$ cat config.mk
export PLATFORM = sky130hd
export DESIGN_NAME = rowcache_ctrl_flat
export DESIGN_NICKNAME = d
export VERILOG_FILES = /design/src/rtl/rowcache_ctrl_if.sv /design/src/rtl/rowcache_ctrl.sv /design/src/flat_wrapper.sv
export SDC_FILE = /design/constraint.sdc
export NUM_CORES = 1
export LEC_CHECK = 0
export ABC_CLOCK_PERIOD_IN_PS = 3400
export BUFFER_PORTS_ARGS = -buffer_cell sky130_fd_sc_hd__buf_2
export CAP_MARGIN = 20
export CORE_MARGIN = 2
export CORE_UTILIZATION = 48
export CTS_CLUSTER_SIZE = 30
export DETAILED_ROUTE_END_ITERATION = 10
export PLACE_DENSITY = 0.77
export RECOVER_POWER = 50
export SETUP_SLACK_MARGIN = 0.02
export SLEW_MARGIN = 30
export SYNTH_ARGS = -nofsm -noshare
export SYNTH_HDL_FRONTEND = slang
export SYNTH_SLANG_ARGS = --single-unit
$ cat constraint.sdc
create_clock -name clk -period 3.4 [get_ports clk]
set_clock_uncertainty 0.1 [all_clocks]
set_input_delay 0.68 -clock clk [delete_from_list [all_inputs] [get_ports clk]]
set_output_delay 0.68 -clock clk [all_outputs]
set_load 0.01 [all_outputs]
$ cat src/rtl/rowcache_ctrl_if.sv
// Bank-side request bus, cache RD/WR/RowId port and backing-store handshake
// of the row cache sequencer.
interface rowcache_ctrl_if #(
  parameter int NREQ      = 4,
  parameter int ADDRWIDTH = 17,
  parameter int CHWIDTH   = 5
);
  logic [NREQ-1:0]           req_rd;
  logic [NREQ-1:0]           req_wr;
  logic [NREQ*ADDRWIDTH-1:0] req_row;
  logic [NREQ-1:0]           req_done;
  logic                      RD;
  logic                      WR;
  logic [ADDRWIDTH-1:0]      RowId;
  logic                      hold;
  logic [CHWIDTH-1:0]        cRowId;
  logic [CHWIDTH-1:0]        last_slot;
  logic                      sync;
  logic                      mem_req;
  logic                      mem_wr;
  logic [ADDRWIDTH-1:0]      mem_row;
  logic                      mem_ack;
  logic                      mem_beat;

  modport slave (
    input  req_rd, req_wr, req_row, hold, cRowId, mem_ack, mem_beat,
    output req_done, RD, WR, RowId, last_slot, sync, mem_req, mem_wr, mem_row
  );

  modport master (
    output req_rd, req_wr, req_row, hold, cRowId, mem_ack, mem_beat,
    input  req_done, RD, WR, RowId, last_slot, sync, mem_req, mem_wr, mem_row
  );
endinterface

$ cat src/rtl/rowcache_ctrl.sv
// Round-robin sequencer for the shared DRAM row cache with miss fill/writeback.
// Optional hit/miss counters are enabled by defining ROWCACHE_STATS_EN.
module rowcache_ctrl #(
  parameter int NREQ       = 4,
  parameter int ADDRWIDTH  = 17,
  parameter int CHWIDTH    = 5,
  parameter int ACC_CYCLES = 3,
  parameter int XFERBEATS  = 8
) (
  input  logic             clk,
  input  logic             rst,
  rowcache_ctrl_if.slave   bus
`ifdef ROWCACHE_STATS_EN
  ,
  output logic [15:0]      hit_cnt,
  output logic [15:0]      miss_cnt
`endif
);

  localparam int IDXW = $clog2(NREQ);
  localparam int ACCW = $clog2(ACC_CYCLES + 1);
  localparam logic [ACCW-1:0] ACC_LAST  = ACCW'(ACC_CYCLES - 1);
  localparam logic [7:0]      BEAT_LAST = 8'(XFERBEATS - 1);
  localparam logic [IDXW-1:0] IDX_LAST  = IDXW'(NREQ - 1);

  typedef enum logic [2:0] {
    IDLE, ACCESS, MISS_REQ, MISS_XFER, SYNC, DONE
  } state_t;

  state_t                state_q, state_d;
  logic [IDXW-1:0]       idx_q, idx_d;
  logic [IDXW-1:0]       rr_q, rr_d;
  logic                  op_q, op_d;      // 1 = write
  logic [ADDRWIDTH-1:0]  row_q, row_d;
  logic [ACCW-1:0]       acc_q, acc_d;
  logic                  miss_q, miss_d;
  logic [7:0]            beat_q, beat_d;

  logic                  rd_q, rd_d, wr_q, wr_d;
  logic [ADDRWIDTH-1:0]  rowid_q, rowid_d;
  logic                  sync_q, sync_d;
  logic                  mreq_q, mreq_d, mwr_q, mwr_d;
  logic [ADDRWIDTH-1:0]  mrow_q, mrow_d;
  logic [NREQ-1:0]       done_q, done_d;
  logic [CHWIDTH-1:0]    slot_q, slot_d;

  logic [NREQ-1:0]       pending;
  logic [IDXW-1:0]       cand;
  logic                  found;
  logic                  active;

  always_ff @(posedge clk or posedge rst) begin
    if (rst) begin
      state_q <= IDLE;
      idx_q   <= '0;
      rr_q    <= '0;
      op_q    <= 1'b0;
      row_q   <= '0;
      acc_q   <= '0;
      miss_q  <= 1'b0;
      beat_q  <= '0;
      rd_q    <= 1'b0;
      wr_q    <= 1'b0;
      rowid_q <= '0;
      sync_q  <= 1'b0;
      mreq_q  <= 1'b0;
      mwr_q   <= 1'b0;
      mrow_q  <= '0;
      done_q  <= '0;
      slot_q  <= '0;
    end else begin
      state_q <= state_d;
      idx_q   <= idx_d;
      rr_q    <= rr_d;
      op_q    <= op_d;
      row_q   <= row_d;
      acc_q   <= acc_d;
      miss_q  <= miss_d;
      beat_q  <= beat_d;
      rd_q    <= rd_d;
      wr_q    <= wr_d;
      rowid_q <= rowid_d;
      sync_q  <= sync_d;
      mreq_q  <= mreq_d;
      mwr_q   <= mwr_d;
      mrow_q  <= mrow_d;
      done_q  <= done_d;
      slot_q  <= slot_d;
    end
  end

  always_comb begin
    state_d = state_q;
    idx_d   = idx_q;
    rr_d    = rr_q;
    op_d    = op_q;
    row_d   = row_q;
    acc_d   = acc_q;
    miss_d  = miss_q;
    beat_d  = beat_q;
    slot_d  = slot_q;
    pending = bus.req_rd | bus.req_wr;
    cand    = '0;
    found   = 1'b0;
    case (state_q)
      IDLE: begin
        for (int unsigned k = 0; k < NREQ; k++) begin
          cand = IDXW'((32'(rr_q) + k) % NREQ);
          if (!found && pending[cand]) begin
            found = 1'b1;
            idx_d = cand;
            op_d  = bus.req_wr[cand];
            row_d = bus.req_row[cand*ADDRWIDTH +: ADDRWIDTH];
            rr_d  = (cand == IDX_LAST) ? '0 : cand + 1'b1;
          end
        end
        if (found) begin
          state_d = ACCESS;
          acc_d   = '0;
          miss_d  = 1'b0;
        end
      end
      ACCESS: begin
        if (bus.hold) miss_d = 1'b1;
        if (acc_q == ACC_LAST) begin
          slot_d  = bus.cRowId;
          state_d = (miss_q || bus.hold) ? MISS_REQ : DONE;
        end else begin
          acc_d = acc_q + 1'b1;
        end
      end
      MISS_REQ: begin
        if (bus.mem_ack) begin
          state_d = MISS_XFER;
          beat_d  = '0;
        end
      end
      MISS_XFER: begin
        if (bus.mem_beat) begin
          if (beat_q == BEAT_LAST) begin
            state_d = SYNC;
            beat_d  = '0;
          end else begin
            beat_d = beat_q + 8'd1;
          end
        end
      end
      SYNC:    state_d = DONE;
      DONE:    state_d = IDLE;
      default: state_d = IDLE;
    endcase
  end

  // Outputs are decoded from the next state so the registers line up with state_q.
  always_comb begin
    active  = (state_d == ACCESS) || (state_d == MISS_REQ) ||
              (state_d == MISS_XFER) || (state_d == SYNC);
    rd_d    = active && !op_d;
    wr_d    = active && op_d;
    rowid_d = active ? row_d : '0;
    sync_d  = (state_d == SYNC);
    mreq_d  = (state_d == MISS_REQ);
    mwr_d   = mreq_d && op_d;
    mrow_d  = mreq_d ? row_d : '0;
    done_d  = '0;
    if (state_d == DONE) done_d[idx_d] = 1'b1;
  end

  assign bus.RD        = rd_q;
  assign bus.WR        = wr_q;
  assign bus.RowId     = rowid_q;
  assign bus.sync      = sync_q;
  assign bus.mem_req   = mreq_q;
  assign bus.mem_wr    = mwr_q;
  assign bus.mem_row   = mrow_q;
  assign bus.req_done  = done_q;
  assign bus.last_slot = slot_q;

`ifdef ROWCACHE_STATS_EN
  logic [15:0] hit_q, misscnt_q;

  always_ff @(posedge clk or posedge rst) begin
    if (rst) begin
      hit_q     <= '0;
      misscnt_q <= '0;
    end else if (state_q == DONE) begin
      if (miss_q) begin
        if (misscnt_q != '1) misscnt_q <= misscnt_q + 16'd1;
      end else begin
        if (hit_q != '1) hit_q <= hit_q + 16'd1;
      end
    end
  end

  assign hit_cnt  = hit_q;
  assign miss_cnt = misscnt_q;
`endif

endmodule

$ cat src/flat_wrapper.sv
// flat-port wrapper written by rule: the top's interface ports become plain ports
module rowcache_ctrl_flat 
#(
  parameter int NREQ       = 4,
  parameter int ADDRWIDTH  = 17,
  parameter int CHWIDTH    = 5,
  parameter int ACC_CYCLES = 3,
  parameter int XFERBEATS  = 8
)
  (clk, rst, bus_req_rd, bus_req_wr, bus_req_row, bus_hold, bus_cRowId, bus_mem_ack, bus_mem_beat, bus_req_done, bus_RD, bus_WR, bus_RowId, bus_last_slot, bus_sync, bus_mem_req, bus_mem_wr, bus_mem_row);
  rowcache_ctrl_if #(.NREQ(NREQ), .ADDRWIDTH(ADDRWIDTH), .CHWIDTH(CHWIDTH)) bus_i ();
  input  logic clk;
  input  logic rst;
  input wire logic [$bits(bus_i.req_rd)-1:0] bus_req_rd;
  input wire logic [$bits(bus_i.req_wr)-1:0] bus_req_wr;
  input wire logic [$bits(bus_i.req_row)-1:0] bus_req_row;
  input wire logic [$bits(bus_i.hold)-1:0] bus_hold;
  input wire logic [$bits(bus_i.cRowId)-1:0] bus_cRowId;
  input wire logic [$bits(bus_i.mem_ack)-1:0] bus_mem_ack;
  input wire logic [$bits(bus_i.mem_beat)-1:0] bus_mem_beat;
  output wire logic [$bits(bus_i.req_done)-1:0] bus_req_done;
  output wire logic [$bits(bus_i.RD)-1:0] bus_RD;
  output wire logic [$bits(bus_i.WR)-1:0] bus_WR;
  output wire logic [$bits(bus_i.RowId)-1:0] bus_RowId;
  output wire logic [$bits(bus_i.last_slot)-1:0] bus_last_slot;
  output wire logic [$bits(bus_i.sync)-1:0] bus_sync;
  output wire logic [$bits(bus_i.mem_req)-1:0] bus_mem_req;
  output wire logic [$bits(bus_i.mem_wr)-1:0] bus_mem_wr;
  output wire logic [$bits(bus_i.mem_row)-1:0] bus_mem_row;
  assign bus_i.req_rd = bus_req_rd;
  assign bus_i.req_wr = bus_req_wr;
  assign bus_i.req_row = bus_req_row;
  assign bus_i.hold = bus_hold;
  assign bus_i.cRowId = bus_cRowId;
  assign bus_i.mem_ack = bus_mem_ack;
  assign bus_i.mem_beat = bus_mem_beat;
  assign bus_req_done = bus_i.req_done;
  assign bus_RD = bus_i.RD;
  assign bus_WR = bus_i.WR;
  assign bus_RowId = bus_i.RowId;
  assign bus_last_slot = bus_i.last_slot;
  assign bus_sync = bus_i.sync;
  assign bus_mem_req = bus_i.mem_req;
  assign bus_mem_wr = bus_i.mem_wr;
  assign bus_mem_row = bus_i.mem_row;
  rowcache_ctrl #(.NREQ(NREQ), .ADDRWIDTH(ADDRWIDTH), .CHWIDTH(CHWIDTH), .ACC_CYCLES(ACC_CYCLES), .XFERBEATS(XFERBEATS)) u_core (.clk(clk), .rst(rst), .bus(bus_i));
endmodule
==> results.md, run 1 <==
- Top_reg_cell synth: dfrtp_1
- Max_slew headroom: -24.11%
- CP Capture Type: flip-flop
- Layout net count: roughly 770
- Die height: around 120 um
- Largest net degree at the start of global routing: 63
- Critical setup path kind: flip-flop to flip-flop
- Yosys cell types: 64
- Clock transition at path regs: about 0.070 ns
- Final wirelength: roughly 18 mm
- WHS: around 0.4 ns
- N_diodes: 0
- Most area-consuming cells after synthesis: dfrtp_1 34%, mux4_2 27%, nor2_1 3.9%
- Worst Tran Pin Value: around 1.9 ns
- Crit path max fanout: 19
- Top Layer Used: met4
- Core ar.: 0.01257 mm2
- Syn Nets: 646
- Clock latency on the worst-skew pair: approximately 0.34 ns
- Cell area after synthesis: between 0.006 and 0.007 mm2
- Area Overhead vs Synth: 18.18%
- First-pass GRT wire length: approximately 27 mm
- Initial antenna violation count: 0
- CTS tree: yes
- Vias: between 5000 and 6000
- DPL Wire Length: roughly 12 mm
- YS warnings: 0
- Pwr/cell area: between 900 and 1000 mW/mm2
- Max Cap Viol: 1
- Critical Path RT: around 3.5 ns
- Commonest non-fill, non-tap cell in the layout: buf_2
- Die ar.: 0.01371 mm2
- Vias in the first global route: about 5300
- Overall Power: 6722 uW
- Hold Vio Cnt, Final: 0
- DRT antenna net count: 0
- RSZ-0062 raised after global routing: false
- Layout cell share with drive strength beyond 1: about two fifths
- Metal-1 WL: 6.575 mm
- Row count: approximately 40
- Met2 wire len: approximately 9 mm
- Commonest cells after routing, fill and taps aside: 109 x buf_2, 82 x dfrtp_1, 74 x mux4_2, 64 x nor2_1, 44 x nor3_1
- Endpoints failing setup: 0
- Total CTS buffers: 9
- Setup ws final: 0.2123 ns
- Final count of pins violating max slew: between 40 and 50
- Crit start category: flip-flop
- Deepest clock path buffer count: 2
- Max Clock Freq: 313.7 MHz
- CTS Sinks: 84
- Failing checks: capacitance limit, slew limit
- Pre-CTS setup slack: just under 0.08 ns
- Vias per cell: ~6.5
- Clock root cell: clkbuf_16
- Met3 wire length: approximately 1.6 mm
- GR Overflow Total: 0
- Initial Util: around 49%
- GPL Wtd Cong: 0.9163
- Number of synthesized flops with an enable pin: 0
- Avg Inst Size Synth: approximately 11 um2
- Fin crit share: between 90% and 100%
- Synthesis-stage register bit count: 84
- Htree depth: 3
- Initial DRC Count: just under 600
- Maximum vdd drop: 0.4791 mV
- Top-area cell type share of the netlist area: around a third
- Die Wd: roughly 120 um
- Post-synth ARST share: 100.0%
- Core Util, Final: between 50% and 60%
- DRC: 0
- Final min period: roughly 3.2 ns
- Worst min-delay path category: flip-flop to flip-flop
- I/O pin total: ~130
- Leakage: slightly below 0.003 uW
- CP arrival: approximately 3.3 ns
- Port Buffers: roughly 130
- Total Neg Setup Slack: 0 ns
- Outcome: complete, but fails checks
- GRT Total Usage: between 20% and 30%
- Largest area contributor in the netlist: dfrtp_1
- Routed len/inst: a little over 20 um
- Router iterations before antenna repair: 7
- Hold_buf cts: 0
- Cells after Synth: roughly 550
- Post-synthesis sequential area ratio: 34.24%
==> final cells by class <==
type | count | area, um2
flip-flops and latches | 84 | 2107
well taps | 172 | 215.2
inverters | 10 | 38.79
fillers | 1046 | 5314
repair buffers | 153 | 787.0
clock buffers | 13 | 260.3
multi-input cells | 416 | 3801
clock inverters | 3 | 45.04
==> synth_stat cells (7+ instances only) <==
cell type and count:
inv_1 9, or2_2 16, a211oi_1 16, nor3_1 44, o31ai_1 7, o211ai_1 15
clkbuf_1 15, or3_1 18, a21oi_1 14, nand2_1 22, mux4_2 74, dfrtp_1 84
o21ai_0 32, and3_1 7, buf_2 19, nor2_1 64
==> worst max-delay path, stage by stage, from the launching register on <==
cell and delay [ns]:
dfrtp_4 0.47, inv_1 0.08, ha_2 0.37, nor4_1 0.54
or4_1 0.45, nand3_4 0.32, or3_1 0.47, o211ai_1 0.16
nor2_1 0.10
==> stage by stage <==
stage	cells	area, um2
after CTS	851	7277
after detailed placement	835	6972
final	851	7254
after global placement	835	6972
after floorplan	554	6138
after global routing	851	7254
==> power breakdown <==
group / internal (uW) / switching, uW / total (uW)
Combinational: 1850 / 2260 / 4100
Sequential: 1390 / 214 / 1610
Clock: 610 / 400 / 1010
==> per-layer routing <==
layer  GRT usage [%]  vias to the layer above
met1           32.46                     2737
met3           4.737                       47
met4           10.98                        0
li1                -                     2412
met2           43.39                      352
met5               0                        -
==> worst paths after layout <==
kind | startpoint | endpoint | slack, ns | depth (start not counted)
max | u_core.rr_q[0] | u_core.row_q[9] | 0.21 | 8
min | u_core.beat_q[7] | u_core.beat_q[7] | 0.40 | 1
max reg2reg | u_core.rr_q[0] | u_core.row_q[9] | 0.21 | 8
min reg2reg | u_core.beat_q[7] | u_core.beat_q[7] | 0.40 | 1
max in group asynchronous | rst | u_core.rr_q[0] | 0.51 | 3
min in group asynchronous | rst | u_core.bus.RowId[2] | 0.70 | 2
==> registers in the layout (all words and copies together) (netlist names) <==
register / flops
u_core.acc_q: 2
u_core.beat_q: 8
u_core.bus.RD: 1
u_core.bus.RowId: 17
u_core.bus.WR: 1
u_core.bus.last_slot: 5
u_core.bus.mem_req: 1
u_core.bus.mem_row: 17
u_core.bus.mem_wr: 1
u_core.bus.req_done: 4
u_core.bus.sync: 1
u_core.idx_q: 2
u_core.miss_q: 1
u_core.op_q: 1
u_core.row_q: 17
u_core.rr_q: 2
u_core.state_q: 3
==> cells by family after synthesis <==
logic type	Yosys count	synth area share, %
adders and majority gates	6	1.223
muxes	83	28.72
DFF	84	34.24
and+or+nand+nor	211	17.96
buffers and inverters	54	4.423
AOI/OAI and AO/OA	115	13.29
xor gates and xnor gates	1	0.1427
==> timing repair <==
action                     4_1_cts  5_1_grt
buffers inserted                 0        0
resized for setup                0        3
setup endpoints to repair        0       48
Power figures use the tool's default switching activity.
==> run 2, diff against run 1 <==
--- a/config.mk
+++ b/config.mk
@@ -8,7 +8,7 @@
 export ABC_CLOCK_PERIOD_IN_PS = 3400
 export BUFFER_PORTS_ARGS = -buffer_cell sky130_fd_sc_hd__buf_2
 export CAP_MARGIN = 20
-export CORE_MARGIN = 2
+export CORE_MARGIN = 5
 export CORE_UTILIZATION = 48
 export CTS_CLUSTER_SIZE = 30
 export DETAILED_ROUTE_END_ITERATION = 10
==> constraint.sdc (replaced) <==
create_clock -name clk -period 3.4 [get_ports clk]
set_clock_uncertainty 0.1 [all_clocks]
set_input_delay 0.68 -clock clk [delete_from_list [all_inputs] [get_ports clk]]
set_output_delay 0.68 -clock clk [all_outputs]
set_load 0.02 [all_outputs]
==> run 2 against run 1 <==
Compared with the run above:
- the run still ends with capacitance limit, slew limit left
- first-iteration DRC count grew 12%
- clock-buffer cell count shrank 3
- power grew 5.3%
- die area grew 11%
- cell count is the same
- combinational power grew 4%
- sequential share of layout area shrank 0.20 points
- core utilization grew 0.41 points
- register-to-register slack gained 0.03 ns
- global-route usage shrank 1.4 points
- setup slack gained 0.035 ns
- critical endpoint is now u_core.bus.RowId[13]
- largest power group unchanged
==> results.md, run 2 (synthesis gave the netlist of run 1 again) <==
- Met3 wire length: 1.519 mm (-3.4%)
- Critical setup path kind: flip-flop to flip-flop
- Met2 wire len: 9.146 mm (+4.1%)
- R2R setup slack: 0.25 ns (+0.03 ns)
- Core ar.: 0.01257 mm2 (unchanged)
- Deepest clock path buffer count: 2 (unchanged)
- Initial DRC Count: 659 (+12%)
- Commonest non-fill, non-tap cell in the layout: buf_2
- Leakage: 0.002945 uW (+0.90%)
- Area Overhead vs Synth: 19.02%
- CTS Sinks: 84 (unchanged)
- Final wirelength: 18.26 mm (+4.2%)
- Endpoints failing setup: 0 (unchanged)
- Die height: 123.1 um (+5.1%)
- DPL Wire Length: 12.45 mm (+3.4%)
- Total CTS buffers: 9 (unchanged)
- First-pass GRT wire length: 28.35 mm (+5.5%)
- Largest net degree at the start of global routing: 54 (-14%)
- Layout net count: 765 (-0.13%)
- CP arrival: 3.27 ns (-0.03 ns)
- Worst Tran Pin Value: 1.514 ns (-0.3379 ns)
- Clock transition at path regs: 0.07 ns (about the same)
- GPL Wtd Cong: 0.8997 (-1.8%)
- Max_slew headroom: -1.457% (+23 points)
- Vias in the first global route: 5506 (+3.5%)
- Layout cell share with drive strength beyond 1: 38.64% (-0.090 points)
- Final count of pins violating max slew: 33 (-21%)
- Row count: 41 (unchanged)
- DRC: 0 (unchanged)
- Port Buffers: 133 (unchanged)
- Max Clock Freq: 317.2 MHz (+1.1%)
- Vias per cell: 6.655 (+2.1%)
- Clock root cell: clkbuf_16
- Crit start category: flip-flop
- WHS: 0.4011 ns (+0.001110 ns)
- Initial antenna violation count: 1 (+1)
- Initial Util: 48.84% (unchanged)
- Final min period: 3.153 ns (-0.03460 ns)
- Clock latency on the worst-skew pair: 0.34 ns (about the same)
- Worst min-delay path category: flip-flop to flip-flop
- Vias: 5663 (+2.1%)
- Critical Path RT: 3.52 ns (about the same)
- Placed Area: 0.006964 mm2 (-0.11%)
- DRT antenna net count: 0 (unchanged)
- Router iterations before antenna repair: 5 (-2)
- Max Cap Viol: 1 (unchanged)
- Metal-1 WL: 6.895 mm (+4.9%)
- CTS tree: yes
- Htree depth: 3 (unchanged)
- Die Wd: 123.1 um (+5.1%)
- CP Capture Type: flip-flop
- GR Overflow Total: 0 (unchanged)
- Maximum vdd drop: 0.8590 mV (+79%)
- Hold Vio Cnt, Final: 0 (unchanged)
- Outcome: complete, but fails checks
- Pwr/cell area: 969.1 mW/mm2 (+4.6%)
- Finished layout cell area: 0.007306 mm2 (+0.71%)
- Postcts setup bufs: 0 (unchanged)
- Routed len/inst: 21.46 um (+4.2%)
- Overall Power: 7080 uW (+5.3%)
- Total Neg Setup Slack: 0 ns (unchanged)
- RSZ-0062 raised after global routing: false
- I/O pin total: 134 (unchanged)
- GRT Total Usage: 24.17% (-1.4 points)
- Top Layer Used: met4
- Commonest cells after routing, fill and taps aside: 110 x buf_2, 82 x dfrtp_1, 74 x mux4_2, 65 x nor2_1, 44 x nor3_1
- Failing checks: capacitance limit, slew limit
- Die ar.: 0.01515 mm2 (+11%)
- Crit path max fanout: 19 (unchanged)
- Fin crit share: 92.74% (-1.0 points)
run 2: worst max-delay path, stage by stage (launching register included):
cell and delay, ns:
dfrtp_4 0.49, inv_1 0.08, ha_2 0.49, nor4bb_2 0.51, or4_1 0.21, buf_4 0.19
nand3_4 0.24, or3_1 0.44, o211ai_1 0.16, nor3_1 0.11
run 2: timing repair:
item / 4_1_cts / 5_1_grt
gates resized for setup: 0 / 2
endpoints found under the setup margin: 0 / 48
hold buffers: 0 / 0
run 2: where the power goes:
group	switching (uW)	internal (uW)	total, uW	leakage (uW)
Combinational	2410	1830	4250	0.00173
Sequential	237	1390	1630	0.00104
Clock	409	794	1200	0.000173
Total	3060	4020	7080	0.00294
run 2: per-stage QoR:
stage | instances | setup slack (ns) | utilization (%)
final | 851 | 0.2469 | 58.13
after global routing | 851 | 0.06956 | 58.13
after CTS | 850 | 0.1080 | 58.32
after detailed placement | 834 | 0.1288 | 55.41
after global placement | 834 | 0.3442 | 55.41
after floorplan | 554 | 0.2375 | -
run 2: per-layer routing:
metal	GRT usage [%]	vias up
li1	-	2395
met1	31.97	2840
met2	39.49	363
met3	3.568	65
met4	11.35	0
met5	0	-
run 2: final cells by class:
cell class / instances / area [um2]
Inverter: 10 / 38.79
Antenna cell: 1 / 2.502
Clock buffer: 10 / 229.0
Timing Repair Buffer: 152 / 777.0
Sequential cell: 84 / 2107
Multi-Input combinational cell: 416 / 3800
Tap cell: 172 / 215.2
Clock inverter: 6 / 136.4
Fill cell: 1024 / 5263
run 2: final timing paths:
kind | startpoint | to | depth (start not counted)
max reg2reg | u_core.rr_q[0] | u_core.bus.RowId[13] | 9
max | u_core.rr_q[0] | u_core.bus.RowId[13] | 9
min reg2reg | u_core.bus.last_slot[1] | u_core.bus.last_slot[1] | 1
min | u_core.bus.last_slot[1] | u_core.bus.last_slot[1] | 1
min in group asynchronous | rst | u_core.bus.last_slot[3] | 2
max in group asynchronous | rst | u_core.bus.last_slot[4] | 3
